$ cat src/rtl/rr_bank_arbiter_pkg.sv
// Shared definitions for the round-robin bank arbiter: request field layout,
// derived width helpers and the response pipeline tag.
package rr_sched_pkg;

    // Request layout, LSB first: {addr, value, wr, valid}
    localparam int unsigned VALID_BIT = 0;
    localparam int unsigned WR_BIT    = 1;
    localparam int unsigned VALUE_LSB = 2;

    // Consumer ids are carried at a fixed width; supports up to 256 consumers
    localparam int unsigned ID_WIDTH = 8;

    typedef struct packed {
        logic                is_read;
        logic [ID_WIDTH-1:0] id;
    } rsp_tag_t;

    function automatic int unsigned addr_lsb(input int unsigned value_width);
        return VALUE_LSB + value_width;
    endfunction

    function automatic int unsigned req_width(input int unsigned addr_width,
                                              input int unsigned value_width);
        return addr_width + value_width + 2;
    endfunction

    function automatic int unsigned plm_input_width(input int unsigned addr_width,
                                                    input int unsigned value_width,
                                                    input int unsigned bank_bits);
        return addr_width - bank_bits + value_width + 1;
    endfunction

endpackage

$ cat src/rtl/rr_bank_arbiter_priority_pick.sv
// Rotating priority picker: first set bit of eligible at or above pivot,
// wrapping modulo N. Double-width rotate followed by a priority encoder.
module rr_priority_pick
    import rr_sched_pkg::*;
#(
    parameter int unsigned N = 2
) (
    input  logic [N-1:0]         eligible,
    input  logic [$clog2(N)-1:0] pivot,
    output logic [N-1:0]         onehot,
    output logic [$clog2(N)-1:0] index,
    output logic                 any
);

    localparam int unsigned IW  = $clog2(N);
    localparam logic [IW:0] N_W = (IW+1)'(N);

    logic [N-1:0] rot;
    logic [IW:0]  offset;
    logic [IW:0]  sum;
    logic         found;

    always_comb begin
        rot    = N'({eligible, eligible} >> pivot);
        offset = '0;
        found  = 1'b0;
        for (int unsigned k = 0; k < N; k++) begin
            if (!found && rot[k]) begin
                found  = 1'b1;
                offset = (IW+1)'(k);
            end
        end
        any = found;
        // Map the rotated offset back to a consumer index; explicit wrap
        // keeps non-power-of-2 N correct.
        sum = {1'b0, pivot} + offset;
        if (sum >= N_W) begin
            sum = sum - N_W;
        end
        index  = sum[IW-1:0];
        onehot = found ? (N'(1) << index) : '0;
    end

endmodule

$ cat src/rtl/rr_bank_arbiter.sv
// Work-conserving round-robin arbiter for one port of one PLM bank, with a
// read response return path. Optional perf counters: RR_BANK_ARB_PERF_EN.
module rr_bank_arbiter
    import rr_sched_pkg::*;
#(
    parameter int unsigned ADDR_WIDTH  = 4,
    parameter int unsigned VALUE_WIDTH = 8,
    parameter int unsigned NCONSUMERS  = 2,
    parameter int unsigned NBANKS      = 1,
    parameter int unsigned BANK_ID     = 0,
    parameter int unsigned PIVOT_INIT  = 0,
    parameter int unsigned PLM_LATENCY = 1
) (
    input  logic                                          clk,
    input  logic                                          reset,
    input  logic [NCONSUMERS*req_width(ADDR_WIDTH, VALUE_WIDTH)-1:0] requests,
    input  logic                                          hold,
    output logic [NCONSUMERS-1:0]                         acks,
    output logic                                          plm_en,
    output logic [plm_input_width(ADDR_WIDTH, VALUE_WIDTH, $clog2(NBANKS))-1:0] plm_input,
    input  logic [VALUE_WIDTH-1:0]                        plm_output,
    output logic [NCONSUMERS-1:0]                         rsp_valid,
    output logic [VALUE_WIDTH-1:0]                        rsp_data,
    output logic [31:0]                                   grant_count,
    output logic [31:0]                                   conflict_count
);

    localparam int unsigned NBB    = $clog2(NBANKS);
    localparam int unsigned REQ_W  = req_width(ADDR_WIDTH, VALUE_WIDTH);
    localparam int unsigned PIN_W  = plm_input_width(ADDR_WIDTH, VALUE_WIDTH, NBB);
    localparam int unsigned LAW    = ADDR_WIDTH - NBB;
    localparam int unsigned A_LSB  = addr_lsb(VALUE_WIDTH);
    localparam int unsigned IW     = $clog2(NCONSUMERS);

    logic [NCONSUMERS-1:0] eligible;
    logic [PIN_W-1:0]      payload [NCONSUMERS];

    genvar g;
    generate
        for (g = 0; g < NCONSUMERS; g++) begin : g_cons
            if (NBB == 0) begin : g_single_bank
                assign eligible[g] = requests[g*REQ_W + VALID_BIT];
            end else begin : g_multi_bank
                assign eligible[g] = requests[g*REQ_W + VALID_BIT] &&
                    (requests[g*REQ_W + A_LSB + LAW +: NBB] == NBB'(BANK_ID));
            end
            assign payload[g] = {requests[g*REQ_W + A_LSB +: LAW],
                                 requests[g*REQ_W + VALUE_LSB +: VALUE_WIDTH],
                                 requests[g*REQ_W + WR_BIT]};
        end
    endgenerate

    logic [IW-1:0]         pivot;
    logic [NCONSUMERS-1:0] win_oh;
    logic [IW-1:0]         win_idx;
    logic                  win_any;
    logic                  grant;
    logic                  win_wr;

    rr_priority_pick #(
        .N (NCONSUMERS)
    ) u_pick (
        .eligible (eligible),
        .pivot    (pivot),
        .onehot   (win_oh),
        .index    (win_idx),
        .any      (win_any)
    );

    // Gating with reset keeps acks/plm_en low for the whole reset window
    assign grant     = win_any & ~hold & reset;
    assign win_wr    = payload[win_idx][0];
    assign acks      = grant ? win_oh : '0;
    assign plm_en    = grant;
    assign plm_input = grant ? payload[win_idx] : '0;

    always_ff @(posedge clk or negedge reset) begin
        if (!reset) begin
            pivot <= IW'(PIVOT_INIT);
        end else if (grant) begin
            if (win_idx == IW'(NCONSUMERS - 1)) begin
                pivot <= '0;
            end else begin
                pivot <= win_idx + 1'b1;
            end
        end
    end

    rsp_tag_t pipe [PLM_LATENCY];

    always_ff @(posedge clk or negedge reset) begin
        if (!reset) begin
            for (int unsigned s = 0; s < PLM_LATENCY; s++) begin
                pipe[s] <= '0;
            end
        end else begin
            pipe[0] <= '{is_read: grant & ~win_wr, id: ID_WIDTH'(win_idx)};
            for (int unsigned s = 1; s < PLM_LATENCY; s++) begin
                pipe[s] <= pipe[s-1];
            end
        end
    end

    rsp_tag_t last;
    assign last      = pipe[PLM_LATENCY-1];
    assign rsp_valid = last.is_read ? (NCONSUMERS'(1) << last.id) : '0;
    assign rsp_data  = last.is_read ? plm_output : '0;

`ifdef RR_BANK_ARB_PERF_EN
    logic        conflict;
    logic [31:0] grant_cnt;
    logic [31:0] conflict_cnt;

    // Clearing the lowest set bit leaves a nonzero vector iff two or more are set
    assign conflict = ((eligible & (eligible - 1'b1)) != '0) & ~hold;

    always_ff @(posedge clk or negedge reset) begin
        if (!reset) begin
            grant_cnt    <= '0;
            conflict_cnt <= '0;
        end else begin
            if (grant && grant_cnt != '1) begin
                grant_cnt <= grant_cnt + 1'b1;
            end
            if (conflict && conflict_cnt != '1) begin
                conflict_cnt <= conflict_cnt + 1'b1;
            end
        end
    end

    assign grant_count    = grant_cnt;
    assign conflict_count = conflict_cnt;
`else
    assign grant_count    = '0;
    assign conflict_count = '0;
`endif

endmodule

$ cat config.mk
export PLATFORM = sky130hd
export DESIGN_NAME = rr_bank_arbiter
export DESIGN_NICKNAME = d
export VERILOG_FILES = /design/src/rtl/rr_bank_arbiter_pkg.sv /design/src/rtl/rr_bank_arbiter_priority_pick.sv /design/src/rtl/rr_bank_arbiter.sv
export SDC_FILE = /design/constraint.sdc
export NUM_CORES = 1
export LEC_CHECK = 0
export CAP_MARGIN = 20
export CORE_MARGIN = 4
export CORE_UTILIZATION = 23
export CTS_CLUSTER_DIAMETER = 80
export DETAILED_ROUTE_END_ITERATION = 8
export GPL_ROUTABILITY_DRIVEN = 0
export HOLD_SLACK_MARGIN = 0.08
export MAX_ROUTING_LAYER = met4
export PLACE_DENSITY = 0.92
export RECOVER_POWER = 100
export SYNTH_ARGS = -nofsm -noshare
export SYNTH_HDL_FRONTEND = slang
export SYNTH_SLANG_ARGS = --single-unit
$ cat constraint.sdc
create_clock -name clk -period 1.9 [get_ports clk]
set_clock_uncertainty 0.2 [all_clocks]
set_input_delay 0.475 -clock clk [delete_from_list [all_inputs] [get_ports clk]]
set_output_delay 0.475 -clock clk [all_outputs]
set_load 0.03 [all_outputs]
==> Word level (Yosys, flattened, before mapping) <==
Cells that the tools add are included.
{ "word_totals": {"register_bits": 3, "output_inout_bits": 90} }
{ "op_classes": {"n_addsub": 3, "magnitude_cmp": 2, "shift": 3, "muxes": 13, "bitwise_logic": 6, "n_reduce_logical": 2} }
{ "ops": {"columns": ["operator", "count"], "rows": [
  ["2-to-1 mux 13 bit", 4],
  ["2-to-1 mux 8 bit", 1],
  ["2-to-1 mux 2 bit", 3],
  ["2-to-1 mux 1 bit", 5],
  [">= comparator 2 bit (second input constant)", 2],
  ["<< shifter 1 x 1 -> 2 bit (first input constant)", 2],
  [">> shifter 4 x 1 -> 2 bit", 1],
  ["AND 1 bit", 3],
  ["adder 1 x 1 -> 2 bit", 1],
  ["inverter 1 bit", 2],
  ["inverter 1 -> 2 bit", 1],
  ["adder 1 bit (second input constant)", 1],
  ["logical AND 1 bit", 1],
  ["logical NOT 1 bit", 1],
  ["subtractor 1 bit (second input constant)", 1]
]} }

==> Logic depth before layout (Yosys ltp) <==
Gate-level depths: netlist of the first run.
{ "logic_depth": {"ltp_word": 14, "ltp_mapped": 5} }

==> Cells and area by module <==
Synthesis of the first run repeated with hierarchy kept, for this count alone.
{ "unflattened": {"cells_unflattened": 122, "area_unflattened_um2": 932.1} }
{ "modules_own_cells": {"columns": ["module", "n_inst", "cells_per_inst", "area_each_um2", "seq_area_each_um2"], "rows": [
  ["rr_bank_arbiter", 1, 116, 895.9, 75.1],
  ["rr_priority_pick", 1, 6, 36.3, 0.0]
]} }

==> Worst setup path after synthesis of the first run <==
Ideal clock, no wire load.
{ "synth_timing": {"path_type": "input to output", "from": "in reset", "to": "out plm_input[0]", "t_arrival_ns": 1.511, "required_time_ns": 1.225, "slack_ns": -0.286, "stages": 3, "path_buffers": 0, "cell_sequence": "nor2b_1 -> o21ai_0 -> nor3_1"} }
{ "synth_via": {"elab_chain_cells": 2} }
{ "synth_lines": {"columns": ["element", "line_no", "text"], "rows": [
  ["start: declaration", "rr_bank_arbiter.sv:15", "input logic reset,"],
  ["AND 1 bit", "rr_bank_arbiter.sv:71", "assign grant = win_any & ~hold & reset;"],
  ["2-to-1 mux 13 bit", "rr_bank_arbiter.sv:75", "assign plm_input = grant ? payload[win_idx] : '0;"],
  ["end: declaration", "rr_bank_arbiter.sv:20", "output logic [plm_input_width(ADDR_WIDTH, VALUE_WIDTH, $clog2(NBANKS))-1:0] plm_input,"]
]} }
No other way between the ends.

==> Final worst setup path of the first run <==
{ "layout_timing": {"from": "reg pivot", "to": "out plm_input[9]"} }
{ "layout_via": {"elab_chain_cells": 13, "elab_cells_between_ends": 17, "cone_classes": "add/sub (2); order compare (1); shift (1); mux (8); bitwise (3); reduce/logical (2)"} }
{ "layout_lines": {"columns": ["element", "line_no", "text"], "rows": [
  ["start: declaration", "rr_bank_arbiter.sv:53", "logic [IW-1:0] pivot;"],
  ["start signal: assignment", "rr_bank_arbiter.sv:79", "pivot <= IW'(PIVOT_INIT);"],
  ["start signal: assignment", "rr_bank_arbiter.sv:84", "pivot <= win_idx + 1'b1;"],
  [">> shifter 4 x 1 -> 2 bit", "rr_bank_arbiter_priority_pick.sv:24", "rot = N'({eligible, eligible} >> pivot);"],
  ["2-to-1 mux 1 bit", "rr_bank_arbiter_priority_pick.sv:28", "if (!found && rot[k]) begin"],
  ["logical NOT 1 bit", "rr_bank_arbiter_priority_pick.sv:28", null],
  ["logical AND 1 bit", "rr_bank_arbiter_priority_pick.sv:28", null],
  ["2-to-1 mux 1 bit", "rr_bank_arbiter_priority_pick.sv:28", null],
  ["adder 1 x 1 -> 2 bit", "rr_bank_arbiter_priority_pick.sv:36", "sum = {1'b0, pivot} + offset;"],
  [">= comparator 2 bit / subtractor 1 bit (equally long branches)", "rr_bank_arbiter_priority_pick.sv:37, rr_bank_arbiter_priority_pick.sv:38", null],
  ["2-to-1 mux 1 bit", "rr_bank_arbiter_priority_pick.sv:37", "if (sum >= N_W) begin"],
  ["inverter 1 -> 2 bit (not written as such)", "rr_bank_arbiter.sv:75", null],
  ["2-to-1 mux 13 bit (not written as such) (3 in series)", "rr_bank_arbiter.sv:75", null],
  ["2-to-1 mux 13 bit (*)", "rr_bank_arbiter.sv:75", null]
]} }
Every way passes the cells marked *; elsewhere a longest branch is shown, timed or not. The select of a mux whose other input is x is not followed.

==> reports/qor.csv, run 1 <==
stage,metric,value,unit
grt,grt_pass1_wl,3840,um
floorplanning,rows,21,
power,combPwrFrac,64.1,%
floorplanning,die_w,68.7,um
sta,finalSetupViolations,14,
sta,hold_ws,0.421,ns
power,p_sw,344,uW
cells_and_area,final_cell_mix,"conb_1, clkdlybuf4s50_1, buf_6",
cells_and_area,n_antenna_cell,0,
setup_path,worstSetupStartpointType,flop,
clocking,clockRootBuffer,clkbuf_8,
run_status,violations,negative setup slack,
setup_path,critPathLaunch,pivot,
floorplanning,io_pins,129,
cells_and_area,finalNetCount,225,
route,ant_nets,0,
grt,track_usage,11.5,%
synth,synth_top_area_share,56.7,%
hold_path,min_path_type,input pin to flop,
route,wl_per_cell,12.5,um
power,swShare,46.7,%
floorplanning,start_util,24.6,%
synth,yosys.cell_types.count,18,
grt,globalRouteOverflowTotal,0,
hold_path,hp-start,requests[14],
cells_and_area,fin_area,1550,sq um
route,routed_via_density,3.61,
setup_path,worst-path-max-fanout,7,
synth,synth_area_leader_cell,buf_4,
placement,placed_area,1390,sq um
floorplanning,die_area,4720,sq um
setup_path,cp_top_family,flip-flops,
sta,slew_violations,0,
floorplanning,die_y,68.7,um
setup_path,critPathKind,flop to primary output,
power,vdd_drop_max,547,uV
sta,setup_slack,-0.276,ns
clocking,clockBufferDepth,2,
setup_path,crit_path_end_kind,primary output,
clocking,clkLatencyLatePin,0.22,ns
grt,grt_pass1_vias,789,
clocking,clock_sinks,3,
setup_path,cp.required,1.22,ns
synth,yosys_register_bits,3,
route,drtPass1Iterations,4,
power,seqPwrFrac,10.6,%
power,p_leak,0.829,nW
setup_path,reg2reg_from,pivot,
clocking,cts.clk_slew.worst_paths,0.03,ns
power,p_int,393,uW
clocking,htreeDepth,1,
sta,fmax,0.460,GHz
synth,yosysSeqAreaShare,8.86,%
route,wl,2880,um
route,drc_errors,0,
cells_and_area,drive_above_1_share,33.5,%
placement,place.port_buffers,64,
grt,grt_max_degree,11,
cells_and_area,syn_to_final_growth,83.2,%
grt,antenna_found_initial,0,
synth,syn-mean-instance-area,7.92,sq um
power,clkPwrFrac,25.3,%
clocking,cts_buffers,3,
synth,synthCells,107,
sta,finalHoldViolCount,0,
route,vias,835,
sta,rsz0062_at_grt,yes,
placement,dpl.hpwl,2240,um
synth,yosysWarnings,0,
setup_path,path_cells,"buf_6, a21boi_4, and2_4, a22o_1, buf_12",
power,cellPowerDensity,475,nW/um^2
power,total_power,737,uW
synth,syn_area,847,sq um
setup_path,cp_slowest_cell,dfrtp_1,
setup_path,slowest_delay,0.40,ns
setup_path,cp_num_buf_inv,2,
floorplanning,core-area,3440,sq um
sta,fin_crit_sh,115,%
synth,synth_area_leaders,"buf_4, a22o_1, dfrtp_1",
run,maxCapViolCount,0,
clocking,cts_tree,done,
run_status,outcome,"finished, violations left",
cells_and_area,layout_commonest_cell,conb_1,
route,first_iter_violations,16,
setup_path,critical_path_arrival,1.50,ns
sta,layout_min_cycle_time,2.18,ns
==> final timing paths <==
path | depth (start not counted) | slack (ns) | to
worst min register to register | 3 | 0.54 | pivot
min in group asynchronous | 3 | 0.53 | pivot
worst max register to register | 6 | 0.39 | pivot
worst min-delay path | 3 | 0.42 | last[0]
max in group asynchronous | 3 | 0.80 | last[0]
worst max-delay path | 5 | -0.28 | plm_input[9]
==> through the flow <==
stage	utilization (%)	TNS, ns	setup slack [ns]	std cells
after floorplan	-	-0.455	-0.0557	170
after global placement	40.2	-8.75	-0.585	220
after detailed placement	40.2	-9.45	-0.636	220
after CTS	44.8	-2.94	-0.239	230
after global routing	45.1	-3.52	-0.294	231
final	45.1	-3.08	-0.276	231
==> cell usage after synthesis <==
| master | number |
|---|---|
| dfrtp_1 | 3 |
| nand2b_1 | 1 |
| buf_6 | 2 |
| nor2b_1 | 2 |
| buf_4 | 64 |
| a22o_1 | 12 |
| a21o_1 | 1 |
| and3_1 | 1 |
| nor3_1 | 2 |
| buf_2 | 1 |
| o21ai_0 | 1 |
| and2_4 | 1 |
| inv_1 | 1 |
| conb_1 | 1 |
| o21ba_2 | 2 |
| a21boi_2 | 1 |
| nor2_1 | 2 |
| and2_1 | 9 |
==> flip-flops by register name, indices dropped and copies added (netlist names) <==
name / count
pivot: 1
last: 2
==> worst register-to-register path: cells and delay by family, from the launching register on <==
| kind | cells | cell delay (ns) |
|---|---|---|
| buffers and inverters | 3 | 0.38 |
| AOI/OAI and AO/OA | 2 | 0.23 |
| and+or+nand+nor | 1 | 0.24 |
| DFF | 1 | 0.40 |
==> timing repair <==
action	4_1_cts	5_1_grt
cloned	1	0
endpoints found under the setup margin	16	17
endpoints found under the hold margin	3	0
pin swaps	10	2
hold buffers	1	0
buffers inserted	4	1
resized for setup	41	4
==> power by group through the flow <==
| stage | combinational [mW] | sequential, mW | clock (mW) |
|---|---|---|---|
| 6_report | 0.472 | 0.0784 | 0.187 |
| 5_1_grt | 0.496 | 0.0797 | 0.197 |
| 4_1_cts | 0.457 | 0.0778 | 0.190 |
| 3_5_place_dp | 0.425 | 0.0778 | 0 |
| 3_3_place_gp | 0.419 | 0.0772 | 0 |
| 2_1_floorplan | 0.381 | 0.0789 | 0 |
==> cell families (layout without fill, tap and decap cells) <==
kind of cell	count (synthesis)	after routing	synth area share, %
compound gates	17	17	17.6
simple gates	18	19	12.7
buf+inv	68	82	60.4
flops	3	3	8.86
other cells	1	64	0.443
==> cell type report <==
| cell class | count | area [sq um] |
|---|---|---|
| flip-flops and latches | 3 | 75.1 |
| inverters | 1 | 3.75 |
| well taps | 46 | 57.6 |
| clock buffers | 4 | 45.0 |
| multi-input cells | 100 | 626 |
| repair buffers | 77 | 744 |
| fillers | 339 | 1890 |
==> per-layer routing <==
| metal | track usage [%] | routed length, um |
|---|---|---|
| met2 | 22.5 | 1680 |
| met5 | - | 0 |
| met3 | 3.40 | 341 |
| met4 | 5.21 | 62 |
| met1 | 9.95 | 796 |
(Power assumes the default switching activity.)
==> run 2: changes to the inputs <==
TNS_END_PERCENT = 30   (was default)
==> reports/qor.csv, run 2 (synthesis results as in run 1) <==
stage,metric,value,unit,change
run_status,outcome,"finished, violations left",,
run_status,violations,negative setup slack,,
route,drc_errors,0,,unchanged
floorplanning,core-area,3440,sq um,unchanged
cells_and_area,drive_above_1_share,32.8,%,-0.73 points
setup_path,critical_path_arrival,1.49,ns,about the same
sta,layout_min_cycle_time,2.16,ns,-0.0128 ns
cells_and_area,n_antenna_cell,0,,unchanged
setup_path,reg2reg_to,pivot,,
setup_path,crit_path_end_kind,primary output,,
route,routed_via_density,3.53,,-2.4%
hold_path,hp-start,pivot,,
sta,fmax,0.462,GHz,+0.59%
power,total_power,724,uW,-1.9%
clocking,clkLatencyLatePin,0.22,ns,about the same
cells_and_area,register_area,75.1,sq um,unchanged
power,combPwrFrac,63.7,%,-0.4 points
grt,grt_pass1_vias,767,,-2.8%
setup_path,worstRegToRegCells,6,,unchanged
route,wl_met2,1770,um,+5.1%
clocking,cts_tree,done,,
route,vias,808,,-3.2%
placement,dpl.hpwl,2240,um,unchanged
floorplanning,die_w,68.7,um,unchanged
power,p_int,384,uW,-2.3%
cells_and_area,layout_commonest_cell,conb_1,,
floorplanning,rows,21,,unchanged
power,vdd_drop_max,540,uV,-1.3%
cells_and_area,multi_input_area,622,sq um,-0.60%
grt,grt_max_degree,11,,unchanged
route,dr.max_layer_used,met4,,
route,wl_met3,337,um,-1.2%
setup_path,critPathLaunch,pivot,,
floorplanning,die_y,68.7,um,unchanged
power,p_sw,339,uW,-1.4%
clocking,clockBufferDepth,2,,unchanged
setup_path,cp.required,1.22,ns,about the same
setup_path,worstSetupStartpointType,flop,,
clocking,clock_sinks,3,,unchanged
route,first_iter_violations,11,,-5
setup_path,worst-path-max-fanout,7,,unchanged
sta,rsz0062_at_grt,yes,,
floorplanning,io_pins,129,,unchanged
sta,slew_violations,0,,unchanged
run,maxCapViolCount,0,,unchanged
hold_path,holdPathStages,2,,-1
clocking,cts_buffers,3,,unchanged
cells_and_area,final_cell_mix,"conb_1, clkdlybuf4s50_1, buf_6",,
floorplanning,die_area,4720,sq um,unchanged
sta,fin_crit_sh,114,%,-0.67 points
grt,grt_pass1_wl,3610,um,-5.9%
hold_path,hold_end,pivot,,
sta,finalSetupViolations,15,,+1
clocking,htreeDepth,1,,unchanged
route,met1Wirelength,764,um,-4.0%
power,cellPowerDensity,471,nW/um^2,-0.89%
route,ant_nets,0,,unchanged
grt,antenna_found_initial,0,,unchanged
grt,globalRouteOverflowTotal,0,,unchanged
setup_path,worst-r2r-setup-slack,0.40,ns,about the same
sta,setup_slack,-0.263,ns,+0.0128 ns
cells_and_area,syn_to_final_growth,81.4,%,
hold_path,min_path_type,flop to flop,,
power,swShare,46.9,%,+0.22 points
floorplanning,start_util,24.6,%,unchanged
cells_and_area,largest_reg_flops,2,,unchanged
placement,place.port_buffers,64,,unchanged
grt,track_usage,10.8,%,-0.76 points
cells_and_area,nFillCells,341,,+0.59%
cells_and_area,fin_area,1540,sq um,-0.97%
route,wl_per_cell,12.6,um,+0.77%
power,p_leak,0.817,nW,-1.5%
clocking,cts.clk_slew.worst_paths,0.03,ns,about the same
placement,placed_area,1390,sq um,unchanged
setup_path,reg2reg_from,pivot,,
route,drtPass1Iterations,4,,unchanged
setup_path,critPathKind,flop to primary output,,
sta,finalHoldViolCount,0,,unchanged
power,seqPwrFrac,10.8,%,+0.2 points
cells_and_area,finalNetCount,223,,-0.89%
route,wl,2880,um,-0.10%
clocking,clockRootBuffer,clkbuf_8,,
power,clkPwrFrac,25.5,%,+0.2 points
[run 2: cell types whose count changed in the layout (fill, tap and decap cells not counted), sizes merged]
| cell | previous run | this run |
|---|---|---|
| buf | 38 | 36 |
[run 2: through the flow]
step / hold WS (ns) / worst slack, ns / instances / setup TNS (ns) / util, %
floorplan: -0.0206 / -0.0557 / 170 / -0.455 / -
global placement: 0.398 / -0.585 / 220 / -8.75 / 40.2
detailed placement: 0.430 / -0.636 / 220 / -9.45 / 40.2
CTS: 0.429 / -0.244 / 228 / -3.22 / 44.3
global route: 0.466 / -0.293 / 229 / -3.64 / 44.6
finish: 0.446 / -0.263 / 229 / -3.09 / 44.6
[run 2: worst max-delay path, stage by stage, from the launching register on]
cell and delay [ns]:
dfrtp_1 0.40, buf_6 0.14, a21boi_4 0.17, and2_4 0.23
a22o_1 0.21, buf_12 0.13
[run 2: power groups by stage]
stage          clock network [mW]  registers (mW)  logic, mW
6_report                    0.184          0.0782      0.461
4_1_cts                     0.190          0.0778      0.450
5_1_grt                     0.196          0.0797      0.484
3_5_place_dp                    0          0.0778      0.425
3_3_place_gp                    0          0.0772      0.419
2_1_floorplan                   0          0.0789      0.381
[run 2: worst max-delay path by stage]
| stage | to | depth (start not counted) | slack (ns) |
|---|---|---|---|
| floorplan | plm_input[1] | 5 | -0.06 |
| global placement | plm_input[9] | 6 | -0.59 |
| detailed placement | plm_input[7] | 6 | -0.64 |
| CTS | plm_input[2] | 5 | -0.24 |
| global route | plm_input[9] | 5 | -0.29 |
| finish | plm_input[9] | 5 | -0.26 |
[run 2: layout make-up]
type,count,share of cell area (%)
Timing Repair Buffer,75,47.7
Multi-Input combinational cell,100,40.5
Sequential cell,3,4.89
Tap cell,46,3.75
Clock buffer,4,2.93
Inverter,1,0.244
[run 2: routing by layer]
metal  track usage (%)  vias up
met5                 -        -
met4              4.96        0
met3              2.92        2
met2              20.6       76
met1              9.76      357
li1                  -      373
[run 2: timing repair]
action / CTS / global route
pin swaps: 9 / 1
gates resized for setup: 38 / 8
hold endpoints to repair: 3 / 0
hold buffers: 1 / 0
endpoints found under the setup margin: 16 / 16
buffers inserted: 2 / 1
gates cloned: 1 / 0
